File: src/rtl/bram_port_arbiter.sv
// rtl/bram_port_arbiter.sv - two-requester round-robin arbiter in front of a single BRAM port

module bram_port_arbiter #(
    parameter int ADDR_WIDTH = 12,
    parameter int DATA_WIDTH = 8
) (
    input  logic                  clk_in,
    input  logic                  reset,
    input  logic                  req_0,
    input  logic                  req_1,
    input  logic                  we_0,
    input  logic                  we_1,
    input  logic [ADDR_WIDTH-1:0] addr_0,
    input  logic [ADDR_WIDTH-1:0] addr_1,
    input  logic [DATA_WIDTH-1:0] wdata_0,
    input  logic [DATA_WIDTH-1:0] wdata_1,
    output logic                  gnt_0,
    output logic                  gnt_1,
    output logic                  rvalid_0,
    output logic                  rvalid_1,
    output logic [DATA_WIDTH-1:0] rdata,
    output logic                  bram_en,
    output logic                  bram_we,
    output logic [ADDR_WIDTH-1:0] bram_addr,
    output logic [DATA_WIDTH-1:0] bram_din,
    input  logic [DATA_WIDTH-1:0] bram_dout,
    output logic [15:0]           grant_cnt_0,
    output logic [15:0]           grant_cnt_1
);

    logic prio;
    logic tag_valid;
    logic tag_id;

    always_comb begin
        gnt_0 = 1'b0;
        gnt_1 = 1'b0;
        if (!reset) begin
            gnt_0 = req_0 && (!req_1 || !prio);
            gnt_1 = req_1 && (!req_0 || prio);
        end
    end

    // Idle cycles leave requester 0's address/data on the port; only en/we matter.
    always_comb begin
        bram_en   = gnt_0 | gnt_1;
        bram_we   = (gnt_0 & we_0) | (gnt_1 & we_1);
        bram_addr = gnt_1 ? addr_1 : addr_0;
        bram_din  = gnt_1 ? wdata_1 : wdata_0;
    end

    // The tag is masked during reset so a read in flight when reset hits never returns.
    always_comb begin
        rvalid_0 = tag_valid & ~tag_id & ~reset;
        rvalid_1 = tag_valid &  tag_id & ~reset;
        rdata    = (rvalid_0 | rvalid_1) ? bram_dout : '0;
    end

    always_ff @(posedge clk_in) begin
        if (reset) begin
            prio        <= 1'b0;
            tag_valid   <= 1'b0;
            tag_id      <= 1'b0;
            grant_cnt_0 <= '0;
            grant_cnt_1 <= '0;
        end else begin
            if (gnt_0) begin
                prio <= 1'b1;
            end else if (gnt_1) begin
                prio <= 1'b0;
            end
            tag_valid <= bram_en & ~bram_we;
            tag_id    <= gnt_1;
            if (gnt_0 && grant_cnt_0 != 16'hFFFF) begin
                grant_cnt_0 <= grant_cnt_0 + 16'd1;
            end
            if (gnt_1 && grant_cnt_1 != 16'hFFFF) begin
                grant_cnt_1 <= grant_cnt_1 + 16'd1;
            end
        end
    end

endmodule

File: config.mk
export PLATFORM = sky130hd
export DESIGN_NAME = bram_port_arbiter
export DESIGN_NICKNAME = d
export VERILOG_FILES = /design/src/rtl/bram_port_arbiter.sv
export SDC_FILE = /design/constraint.sdc
export NUM_CORES = 1
export LEC_CHECK = 0
export BUFFER_PORTS_ARGS = -buffer_cell sky130_fd_sc_hd__clkbuf_2
export CAP_MARGIN = 20
export CORE_MARGIN = 10
export CORE_UTILIZATION = 35
export DETAILED_ROUTE_END_ITERATION = 10
export GPL_ROUTABILITY_DRIVEN = 0
export GPL_TIMING_DRIVEN = 0
export PLACE_DENSITY = 0.71
export REMOVE_ABC_BUFFERS = 1
export SYNTH_ARGS = -nofsm -noshare
export SYNTH_HDL_FRONTEND = slang
export SYNTH_SLANG_ARGS = --single-unit
File: constraint.sdc
create_clock -name clk_in -period 2.3 [get_ports clk_in]
set_input_delay 0.46 -clock clk_in [delete_from_list [all_inputs] [get_ports clk_in]]
set_output_delay 0.46 -clock clk_in [all_outputs]
set_load 0.02 [all_outputs]
After elaboration in Yosys (flattened, before gate mapping)
Index checks and enable logic that the tools add are counted.
{"block": "totals", "register_bits": 35, "in_bits": 54, "out_inout_bits": 66, "elab_cells": 39}
{"block": "op_classes", "n_addsub": 2, "n_eq_ne": 2, "muxes": 7, "bitwise": 13, "n_reduce_logical": 10}
{"op": "$add A16 B1 Y16 const B", "count": 2}
{"op": "$ne A16 B16 Y1 const B", "count": 2}
{"op": "$mux W8", "count": 2}
{"op": "$mux W12", "count": 1}
{"op": "$and A1 B1 Y1", "count": 7}
{"op": "$logic_and A1 B1 Y1", "count": 4}
{"op": "$mux W1", "count": 4}
{"op": "$logic_not A1 Y1", "count": 3}
{"op": "$not A1 Y1", "count": 3}
{"op": "$or A1 B1 Y1", "count": 3}
{"op": "$logic_or A1 B1 Y1", "count": 2}
{"op": "$reduce_bool A2 Y1", "count": 1}

Logic depth before layout (Yosys ltp)
Gate-level depths: netlist (run 1).
{"block": "logic_depth", "ltp_word": 8, "mapped_depth": 7, "mapped_depth_nobuf": 5}

Worst setup path before layout (run 1)
No wires, ideal clock.
{"block": "synth_timing", "kind": "input -> output", "start": "input reset", "end": "output bram_addr[10]", "t_arrival_ns": 1.611, "required_time_ns": 1.840, "slack_ns": 0.229, "cell_stages": 7, "path_buffers": 2, "cell_sequence": "buf_6 and2b_1 nand2_1 inv_1 buf_1 nand2_1 nand2_1"}
{"block": "synth_via", "elab_chain_cells": 2}
{"item": "from (decl)", "line_no": "8", "rtl": "input logic reset,"}
{"item": "$mux W1", "line_no": "38", "rtl": "if (!reset) begin"}
{"item": "via gnt_1", "line_no": "18", "rtl": "output logic gnt_1,"}
{"item": "$mux W12", "line_no": "48", "rtl": "bram_addr = gnt_1 ? addr_1 : addr_0;"}
{"item": "to (decl)", "line_no": "24", "rtl": "output logic [ADDR_WIDTH-1:0] bram_addr,"}
The timed path passes the listed nets, and every way through them passes these cells.

Final worst setup path (run 1)
{"block": "layout_timing", "start": "input reset", "end": "output bram_we"}
{"block": "layout_via", "elab_chain_cells": 3, "elab_cells_between_ends": 5, "classes_between": "2 x mux; 3 x bitwise"}
{"item": "$mux W1", "line_no": "38"}
{"item": "$and A1 B1 Y1", "line_no": "47", "rtl": "bram_we = (gnt_0 & we_0) | (gnt_1 & we_1);"}
{"item": "$or A1 B1 Y1 (*)", "line_no": "47"}
{"item": "to (decl)", "line_no": "23", "rtl": "output logic bram_we,"}
Mark *: on every way between the ends. The rest lies on a longest branch, timed or not.

==> results of run 1 <==
-- layout make-up --
class	instances	share of cell area (%)
multi-input combinational	226	45.44
sequential	35	23.87
timing repair buffer	125	22.08
tap	75	3.197
clock buffer	6	2.813
clock inverter	2	1.194
inverter	8	1.151
timing repair inverter	1	0.2558
-- per-stage QoR --
| stage | setup TNS, ns | util, % | total power [mW] |
|---|---|---|---|
| 2_1_floorplan | -1.546 | - | 0.7562 |
| 3_3_place_gp | -31.00 | 46.26 | 0.8712 |
| 3_5_place_dp | -31.83 | 46.45 | 0.8745 |
| 4_1_cts | 0 | 49.72 | 1.471 |
| 5_1_grt | 0 | 50.17 | 1.528 |
| 6_report | 0 | 50.17 | 1.464 |
-- cell families (layout without fill, tap and decap cells) --
family,count (synthesis),count (layout),share of synthesized area (%)
and+or+nand+nor,166,167,40.91
DFF,35,35,33.69
muxes,6,6,3.189
adders and majority gates,2,2,1.203
buffers and inverters,21,142,4.452
AOI/OAI and AO/OA,51,51,16.55
-- cell usage after synthesis (all sizes together), types with 4 or more instances --
master  instances  share of area, %
nand2          74                13
dfxtp          35                34
a21oi          18               4.5
nor2           12               2.2
and2           11               3.3
nand4          11               3.9
nor3           10               2.4
or3             9               2.7
buf             8               2.0
inv             8               1.4
o21ai           8               1.9
o31ai           7               2.5
nor4            6               1.8
o311ai          6               2.5
o41ai           6               2.5
or4             6               2.2
clkbuf          5              0.96
mux2            5               2.7
nand3           5               1.2
nor2b           5               1.5
and2b           4               1.4
and3            4               1.2
-- final timing paths --
kind,from,to,slack [ns],depth (start not counted)
hold reg to reg,grant_cnt_1[7],grant_cnt_1[7],0.50,2
setup reg to reg,grant_cnt_0[11],grant_cnt_0[5],0.22,4
hold / removal,reset,grant_cnt_0[11],0.48,2
setup / recovery,reset,bram_we,0.06,7
-- per-layer routing --
metal | up-vias | part of all wire [%]
li1 | 1264 | -
met1 | 1146 | 43
met2 | 107 | 48
met3 | 6 | 7.9
met4 | 0 | 1.4
met5 | - | 0
-- state kept, by name, summed over array words and instances (netlist names) --
name and count:
tag_valid 1, grant_cnt_1 16, prio 1, tag_id 1, grant_cnt_0 16
-- where the power goes --
| part | switching [mW] | internal [mW] |
|---|---|---|
| registers | 0.00580 | 0.613 |
| clock network | 0.235 | 0.351 |
| logic | 0.159 | 0.100 |
| total | 0.400 | 1.06 |
-- timing repair --
action / in CTS / in global routing
pin swaps: 0 / 1
setup buffers: 5 / 0
gates cloned: 1 / 1
endpoints found under the setup margin: 27 / 25
resized for setup: 7 / 5
endpoints found under the hold margin: 0 / 0
==> flow_metrics.env, run 1 <==
export IMPL_critical_path_max_stage_delay_ns=0.32
export IMPL_first_global_vias=2353
export IMPL_row_count=28
export IMPL_period_minus_slack_ns=2.236
export IMPL_final_cell_mix="clkbuf_2, nand2_1, dfxtp_1, a21oi_1, nor2_1"
export IMPL_async_reset_ff_share_pct=0
export IMPL_fin_nets=458
export IMPL_overflow=0
export IMPL_yosysSeqAreaShare_pct=33.69
export IMPL_cp_start_kind="input pin"
export IMPL_track_usage_pct=14.68
export IMPL_antenna_cells=0
export IMPL_portBuffers=119
export IMPL_powerDensity_nw_per_um2=498.7
export IMPL_cp_slowest_cell="and2b_2"
export IMPL_worst_slack_ns=0.06435
export IMPL_maxSlewHeadroom_pct=31.89
export IMPL_syn_to_final_growth_pct=41.16
export IMPL_final_common_cell="clkbuf_2"
export IMPL_netlist_instances=281
export IMPL_synthFlopType="dfxtp_1"
export IMPL_fin_crit_sh_pct=97.20
export IMPL_cp_cell_sequence="buf_8, and2b_2, nand2_8, clkinvlp_4, buf_4, a22o_1, clkbuf_2"
export IMPL_fillers=591
export IMPL_start_util_pct=35.54
export IMPL_fin_worst_skew_ns=0.01092
export IMPL_worstMarginPinSlew_ns=1.013
export IMPL_hold_viol=0
export IMPL_clkLatencyLatePin_ns=0.29
export IMPL_grt_use_met3_pct=4.908
export IMPL_ys_ff_latch=35
export IMPL_p_leak_nw=1.388
export IMPL_fin_cells=478
export IMPL_groute_layer_met1_usage_pct=17.56
export IMPL_crit_fanout=37
export IMPL_synth_edff_count=0
export IMPL_worstSetupEndpointType="primary output"
export IMPL_max_freq_mhz=447.3
export IMPL_cp_arrival_ns=1.78
export IMPL_syn_cell_area_um2=2079
export IMPL_die_area_um2=9425
export IMPL_die_h_um=97.08
export IMPL_preCtsSetupSlack_ns=-1.331
export IMPL_post_synth_num_cell_types=41
export IMPL_yosys_warnings=0
export IMPL_place_inst=463
export IMPL_crit_type="in -> out"
export IMPL_slew_violations=0
export IMPL_status="complete, no violations"
export IMPL_vias=2523
export IMPL_dpl_hpwl_mm=5.608
export IMPL_peakVddDrop_mv=0.2719
export IMPL_drtAntennaViolNets=0
export IMPL_post_drt_wl_per_cell_um=15.44
export IMPL_syn_area_per_cell_um2=7.400
export IMPL_whs_ns=0.4757
export IMPL_clk_transition_reported_paths_ns=0.08
export IMPL_wirelength_mm=7.380
export IMPL_cts_root_buf="clkbuf_8"
export IMPL_drive_gt1_share_pct=37.72
export IMPL_drc_errors=0
export IMPL_use_met2_pct=24.13
export IMPL_clock_sinks=35
export IMPL_setup_violations=0
export IMPL_placed_area_um2=2718
export IMPL_die_w_um=97.08
export IMPL_busiest_layer="met2"
export IMPL_holdBufCountCts=0
export IMPL_drt_vias_per_instance=5.278
export IMPL_cts_tree="built"
export IMPL_cts_made_buffers=5
export IMPL_core_area_um2=5851
export IMPL_grt_start_max_net_pins=38
export IMPL_ioPinCount=120
export IMPL_critPathRequiredTime_ns=1.84
export IMPL_cpLargestDelayFamily="buffers and inverters"
export IMPL_htreeDepth=2
export IMPL_worst_path_buf_inv=4
export IMPL_antenna_found_initial=0
export IMPL_drt_iter0_drc=115
export IMPL_design_area_um2=2935
export IMPL_multiInputGateArea_um2=1334
export IMPL_grt_pass1_wl_mm=11.86
export IMPL_rsz0062_at_grt="no"
export IMPL_clockBufferDepth=2
export IMPL_hold_class="in -> reg"
export IMPL_seq_area_um2=700.7
export IMPL_firstDrtPassIters=4
export IMPL_maxCapViolations=0
(Power assumes the default switching activity.)
==> inputs of run 2 (changes only) <==
- RECOVER_POWER: default -> 25
==> flow_metrics.env, run 2 (same netlist as run 1, synthesis figures left out) <==
export IMPL_overflow=0
export IMPL_grt_pass1_wl_mm=11.86
export IMPL_reg2reg_to="grant_cnt_0[5]"
export IMPL_drt_vias_per_instance=5.287
export IMPL_peakVddDrop_mv=0.2713
export IMPL_core_area_um2=5851
export IMPL_reg2reg_from="grant_cnt_0[11]"
export IMPL_cpLargestDelayFamily="buffers and inverters"
export IMPL_fillers=602
export IMPL_rsz0062_at_grt="no"
export IMPL_antenna_cells=0
export IMPL_final_cell_mix="clkbuf_2, nand2_1, dfxtp_1, clkbuf_1, a21oi_1"
export IMPL_period_minus_slack_ns=2.239
export IMPL_drt_iter0_drc=114
export IMPL_critPathRequiredTime_ns=1.84
export IMPL_p_total_mw=1.458
export IMPL_critical_path_depth=7
export IMPL_critical_path_max_stage_delay_ns=0.32
export IMPL_die_w_um=97.08
export IMPL_clockBufferDepth=2
export IMPL_drc_errors=0
export IMPL_worstSetupEndpointType="primary output"
export IMPL_row_count=28
export IMPL_fin_nets=458
export IMPL_clock_sinks=35
export IMPL_hold_class="in -> reg"
export IMPL_crit_start="reset"
export IMPL_final_common_cell="clkbuf_2"
export IMPL_wirelength_mm=7.358
export IMPL_powerDensity_nw_per_um2=501.5
export IMPL_antenna_found_initial=0
export IMPL_portBuffers=119
export IMPL_crit_type="in -> out"
export IMPL_track_usage_pct=14.68
export IMPL_status="complete, no violations"
export IMPL_placed_area_um2=2718
export IMPL_worstRegToRegCells=4
export IMPL_drive_gt1_share_pct=32.26
export IMPL_cp_start_kind="input pin"
export IMPL_fin_crit_sh_pct=97.34
export IMPL_start_util_pct=35.54
export IMPL_dpl_hpwl_mm=5.608
export IMPL_holdBufCountCts=0
export IMPL_p_leak_nw=1.312
export IMPL_firstDrtPassIters=4
export IMPL_max_freq_mhz=446.6
export IMPL_cts_made_buffers=5
export IMPL_setup_violations=0
export IMPL_vias=2527
export IMPL_clkLatencyLatePin_ns=0.29
export IMPL_setup_worst_path_end="bram_we"
export IMPL_cts_tree="built"
export IMPL_die_h_um=97.08
export IMPL_crit_fanout=37
export IMPL_whs_ns=0.4884
export IMPL_maxSlewHeadroom_pct=31.54
export IMPL_htreeDepth=2
export IMPL_worst_path_buf_inv=4
export IMPL_cp_cell_sequence="buf_8, and2b_2, nand2_8, clkinvlp_4, buf_4, a22o_1, clkbuf_2"
export IMPL_cp_slowest_cell="and2b_2"
export IMPL_cts_root_buf="clkbuf_8"
export IMPL_r2r_slack_ns=0.26
export IMPL_worstMarginPinSlew_ns=1.018
export IMPL_hold_viol=0
export IMPL_fin_worst_skew_ns=0.008811
export IMPL_grt_start_max_net_pins=38
export IMPL_die_area_um2=9425
export IMPL_post_drt_wl_per_cell_um=15.39
export IMPL_first_global_vias=2353
export IMPL_clk_transition_reported_paths_ns=0.08
export IMPL_slew_violations=0
export IMPL_drtAntennaViolNets=0
export IMPL_cp_arrival_ns=1.78
export IMPL_syn_to_final_growth_pct=39.83
export IMPL_post_route_util_pct=49.70
export IMPL_top_regs="grant_cnt_0: 16 flops, grant_cnt_1: 16 flops"
export IMPL_ioPinCount=120
export IMPL_maxCapViolations=0
export IMPL_design_area_um2=2908
run 2: layer usage:
layer	up-vias	GRT usage, %	part of all wire [%]
met4	0	4.654	1.9
met3	11	4.908	7.8
met5	-	0	0
li1	1263	-	-
met1	1143	17.56	43
met2	110	24.13	47
run 2: worst min path at each step:
stage | startpoint | endpoint | slack [ns] | cells after the start
global route | req_0 | prio | 0.50 | 2
finish | we_1 | tag_valid | 0.49 | 3
detailed placement | grant_cnt_1[7] | grant_cnt_1[7] | 0.49 | 2
global placement | grant_cnt_0[15] | grant_cnt_0[15] | 0.48 | 2
floorplan | prio | prio | 0.50 | 1
CTS | req_0 | prio | 0.48 | 2
run 2: final cells by class:
cell class,instances,area (um^2),share of cell area [%]
flip-flops and latches,35,700.7,24.10
repair buffers,125,620.6,21.34
multi-input cells,226,1334,45.87
well taps,75,93.84,3.227
inverters,8,33.78,1.162
repair inverters,1,7.507,0.2582
clock buffers,6,82.58,2.840
clock inverters,2,35.03,1.205
run 2: what timing repair did:
item / 4_1_cts / 5_1_grt
resized for setup: 7 / 5
endpoints found under the hold margin: 0 / 0
pin swaps: 0 / 1
buffers inserted: 5 / 0
endpoints found under the setup margin: 27 / 25
gates cloned: 1 / 1
run 2: worst min-delay path: cells and delay by family:
family | cells | cell delay [ns]
buf+inv | 1 | 0.08
compound gates | 1 | 0.15
simple gates | 1 | 0.05
run 2: power breakdown:
| group | leakage [nW] | internal [mW] | switching [mW] | total (mW) |
|---|---|---|---|---|
| clock network | 0.0612 | 0.351 | 0.230 | 0.581 |
| logic | 0.968 | 0.0994 | 0.159 | 0.259 |
| registers | 0.283 | 0.613 | 0.00571 | 0.619 |
| total | 1.31 | 1.06 | 0.395 | 1.46 |
run 2: metrics by stage:
step	setup TNS, ns	cells	setup WS, ns
2_1_floorplan	-1.546	268	-0.1389
3_3_place_gp	-31.00	462	-1.259
3_5_place_dp	-31.83	463	-1.331
4_1_cts	0	477	0.002416
5_1_grt	0	478	0.001780
6_report	0	478	0.06109
==> inputs of run 3 (changes only) <==
- clock period: 2.3 -> 2.19 ns (I/O delays scaled with it)
==> flow_metrics.env, run 3 (same netlist as run 1, synthesis figures left out) <==
export IMPL_critPathRequiredTime_ns=1.75
export IMPL_drtAntennaViolNets=0
export IMPL_clock_sinks=35
export IMPL_reg2reg_from="grant_cnt_1[0]"
export IMPL_antenna_found_initial=0
export IMPL_period_minus_slack_ns=2.073
export IMPL_crit_type="in -> out"
export IMPL_fillers=599
export IMPL_first_global_vias=2384
export IMPL_cp_start_kind="input pin"
export IMPL_top_regs="grant_cnt_0: 16 flops, grant_cnt_1: 16 flops"
export IMPL_min_from="reset"
export IMPL_peakVddDrop_mv=0.2851
export IMPL_r2r_slack_ns=0.20
export IMPL_cts_made_buffers=5
export IMPL_grt_start_max_net_pins=38
export IMPL_cp_arrival_ns=1.64
export IMPL_start_util_pct=35.54
export IMPL_grt_pass1_wl_mm=12.05
export IMPL_final_common_cell="clkbuf_2"
export IMPL_drc_errors=0
export IMPL_min_to="grant_cnt_0[11]"
export IMPL_slew_violations=0
export IMPL_drive_gt1_share_pct=32.43
export IMPL_worstRegToRegCells=5
export IMPL_fin_nets=459
export IMPL_htreeDepth=2
export IMPL_dpl_hpwl_mm=5.608
export IMPL_core_area_um2=5851
export IMPL_rsz0062_at_grt="no"
export IMPL_maxCapViolations=0
export IMPL_firstDrtPassIters=4
export IMPL_status="complete, no violations"
export IMPL_die_h_um=97.08
export IMPL_overflow=0
export IMPL_fin_worst_skew_ns=0.006839
export IMPL_clk_transition_reported_paths_ns=0.07
export IMPL_holdBufCountCts=0
export IMPL_reg2reg_to="grant_cnt_1[10]"
export IMPL_clockBufferDepth=2
export IMPL_die_w_um=97.08
export IMPL_whs_path_depth=2
export IMPL_maxSlewHeadroom_pct=56.70
export IMPL_whs_ns=0.4407
export IMPL_drt_iter0_drc=79
export IMPL_portBuffers=119
export IMPL_antenna_cells=0
export IMPL_crit_fanout=37
export IMPL_fin_crit_sh_pct=94.67
export IMPL_powerDensity_nw_per_um2=520.8
export IMPL_wirelength_mm=7.312
export IMPL_setup_violations=0
export IMPL_row_count=28
export IMPL_p_leak_nw=1.336
export IMPL_syn_to_final_growth_pct=41.46
export IMPL_track_usage_pct=14.90
export IMPL_post_drt_wl_per_cell_um=15.27
export IMPL_hold_class="in -> reg"
export IMPL_final_cell_mix="clkbuf_2, nand2_1, dfxtp_1, clkbuf_1, a21oi_1"
export IMPL_cts_root_buf="clkbuf_8"
export IMPL_worstSetupEndpointType="primary output"
export IMPL_ioPinCount=120
export IMPL_die_area_um2=9425
export IMPL_cts_tree="built"
export IMPL_vias=2515
export IMPL_p_total_mw=1.532
export IMPL_worstMarginPinSlew_ns=0.6445
export IMPL_max_freq_mhz=482.3
export IMPL_hold_viol=0
export IMPL_drt_vias_per_instance=5.251
export IMPL_clkLatencyLatePin_ns=0.29
[run 3: final cells by class]
cell class	count	area (um^2)	share of cell area [%]
clock buffer	6	82.58	2.807
clock inverter	2	35.03	1.191
inverter	8	33.78	1.148
multi-input combinational	226	1351	45.94
sequential	35	700.7	23.82
tap	75	93.84	3.190
timing repair buffer	126	636.9	21.65
timing repair inverter	1	7.507	0.2552
[run 3: layer usage]
| metal | track usage [%] | vias up | wire, um |
|---|---|---|---|
| li1 | - | 1265 | - |
| met1 | 18.02 | 1143 | 3178 |
| met2 | 24.28 | 97 | 3406 |
| met3 | 4.623 | 10 | 551 |
| met4 | 5.221 | 0 | 176 |
| met5 | 0 | - | 0 |
[run 3: critical path: stages]
cell	delay [ns]
clkbuf_16	0.18
and2b_4	0.31
nand2_8	0.11
clkinvlp_4	0.09
buf_4	0.17
nand2_1	0.07
nand2_1	0.08
clkbuf_2	0.17
[run 3: what timing repair did]
item / CTS / global route
pin swaps: 1 / 0
resized for setup: 10 / 6
buffers inserted: 5 / 1
endpoints found under the hold margin: 0 / 0
gates cloned: 2 / 0
endpoints found under the setup margin: 41 / 25
[run 3: worst max path at each step]
stage / startpoint / to / slack [ns] / depth (start not counted)
2_1_floorplan: reset / bram_we / -0.20 / 4
3_3_place_gp: reset / bram_we / -1.32 / 6
3_5_place_dp: reset / bram_we / -1.40 / 6
4_1_cts: grant_cnt_1[0] / grant_cnt_1[13] / 0.03 / 6
5_1_grt: grant_cnt_1[0] / grant_cnt_1[10] / 0.01 / 5
6_report: reset / bram_addr[3] / 0.12 / 8
[run 3: stage by stage]
| step | area, um^2 | utilization (%) | setup TNS (ns) | setup slack, ns | std cells |
|---|---|---|---|---|---|
| 6_report | 2942 | 50.28 | 0 | 0.1168 | 479 |
| 5_1_grt | 2942 | 50.28 | 0 | 0.01083 | 479 |
| 4_1_cts | 2935 | 50.17 | 0 | 0.02551 | 478 |
| 3_5_place_dp | 2718 | 46.45 | -35.47 | -1.397 | 463 |
| 3_3_place_gp | 2706 | 46.26 | -35.07 | -1.325 | 462 |
| 2_1_floorplan | 2017 | - | -3.022 | -0.2049 | 268 |
[run 3: power breakdown]
part,internal [mW],switching [mW]
registers,0.644,0.00620
clock network,0.368,0.237
logic,0.109,0.167
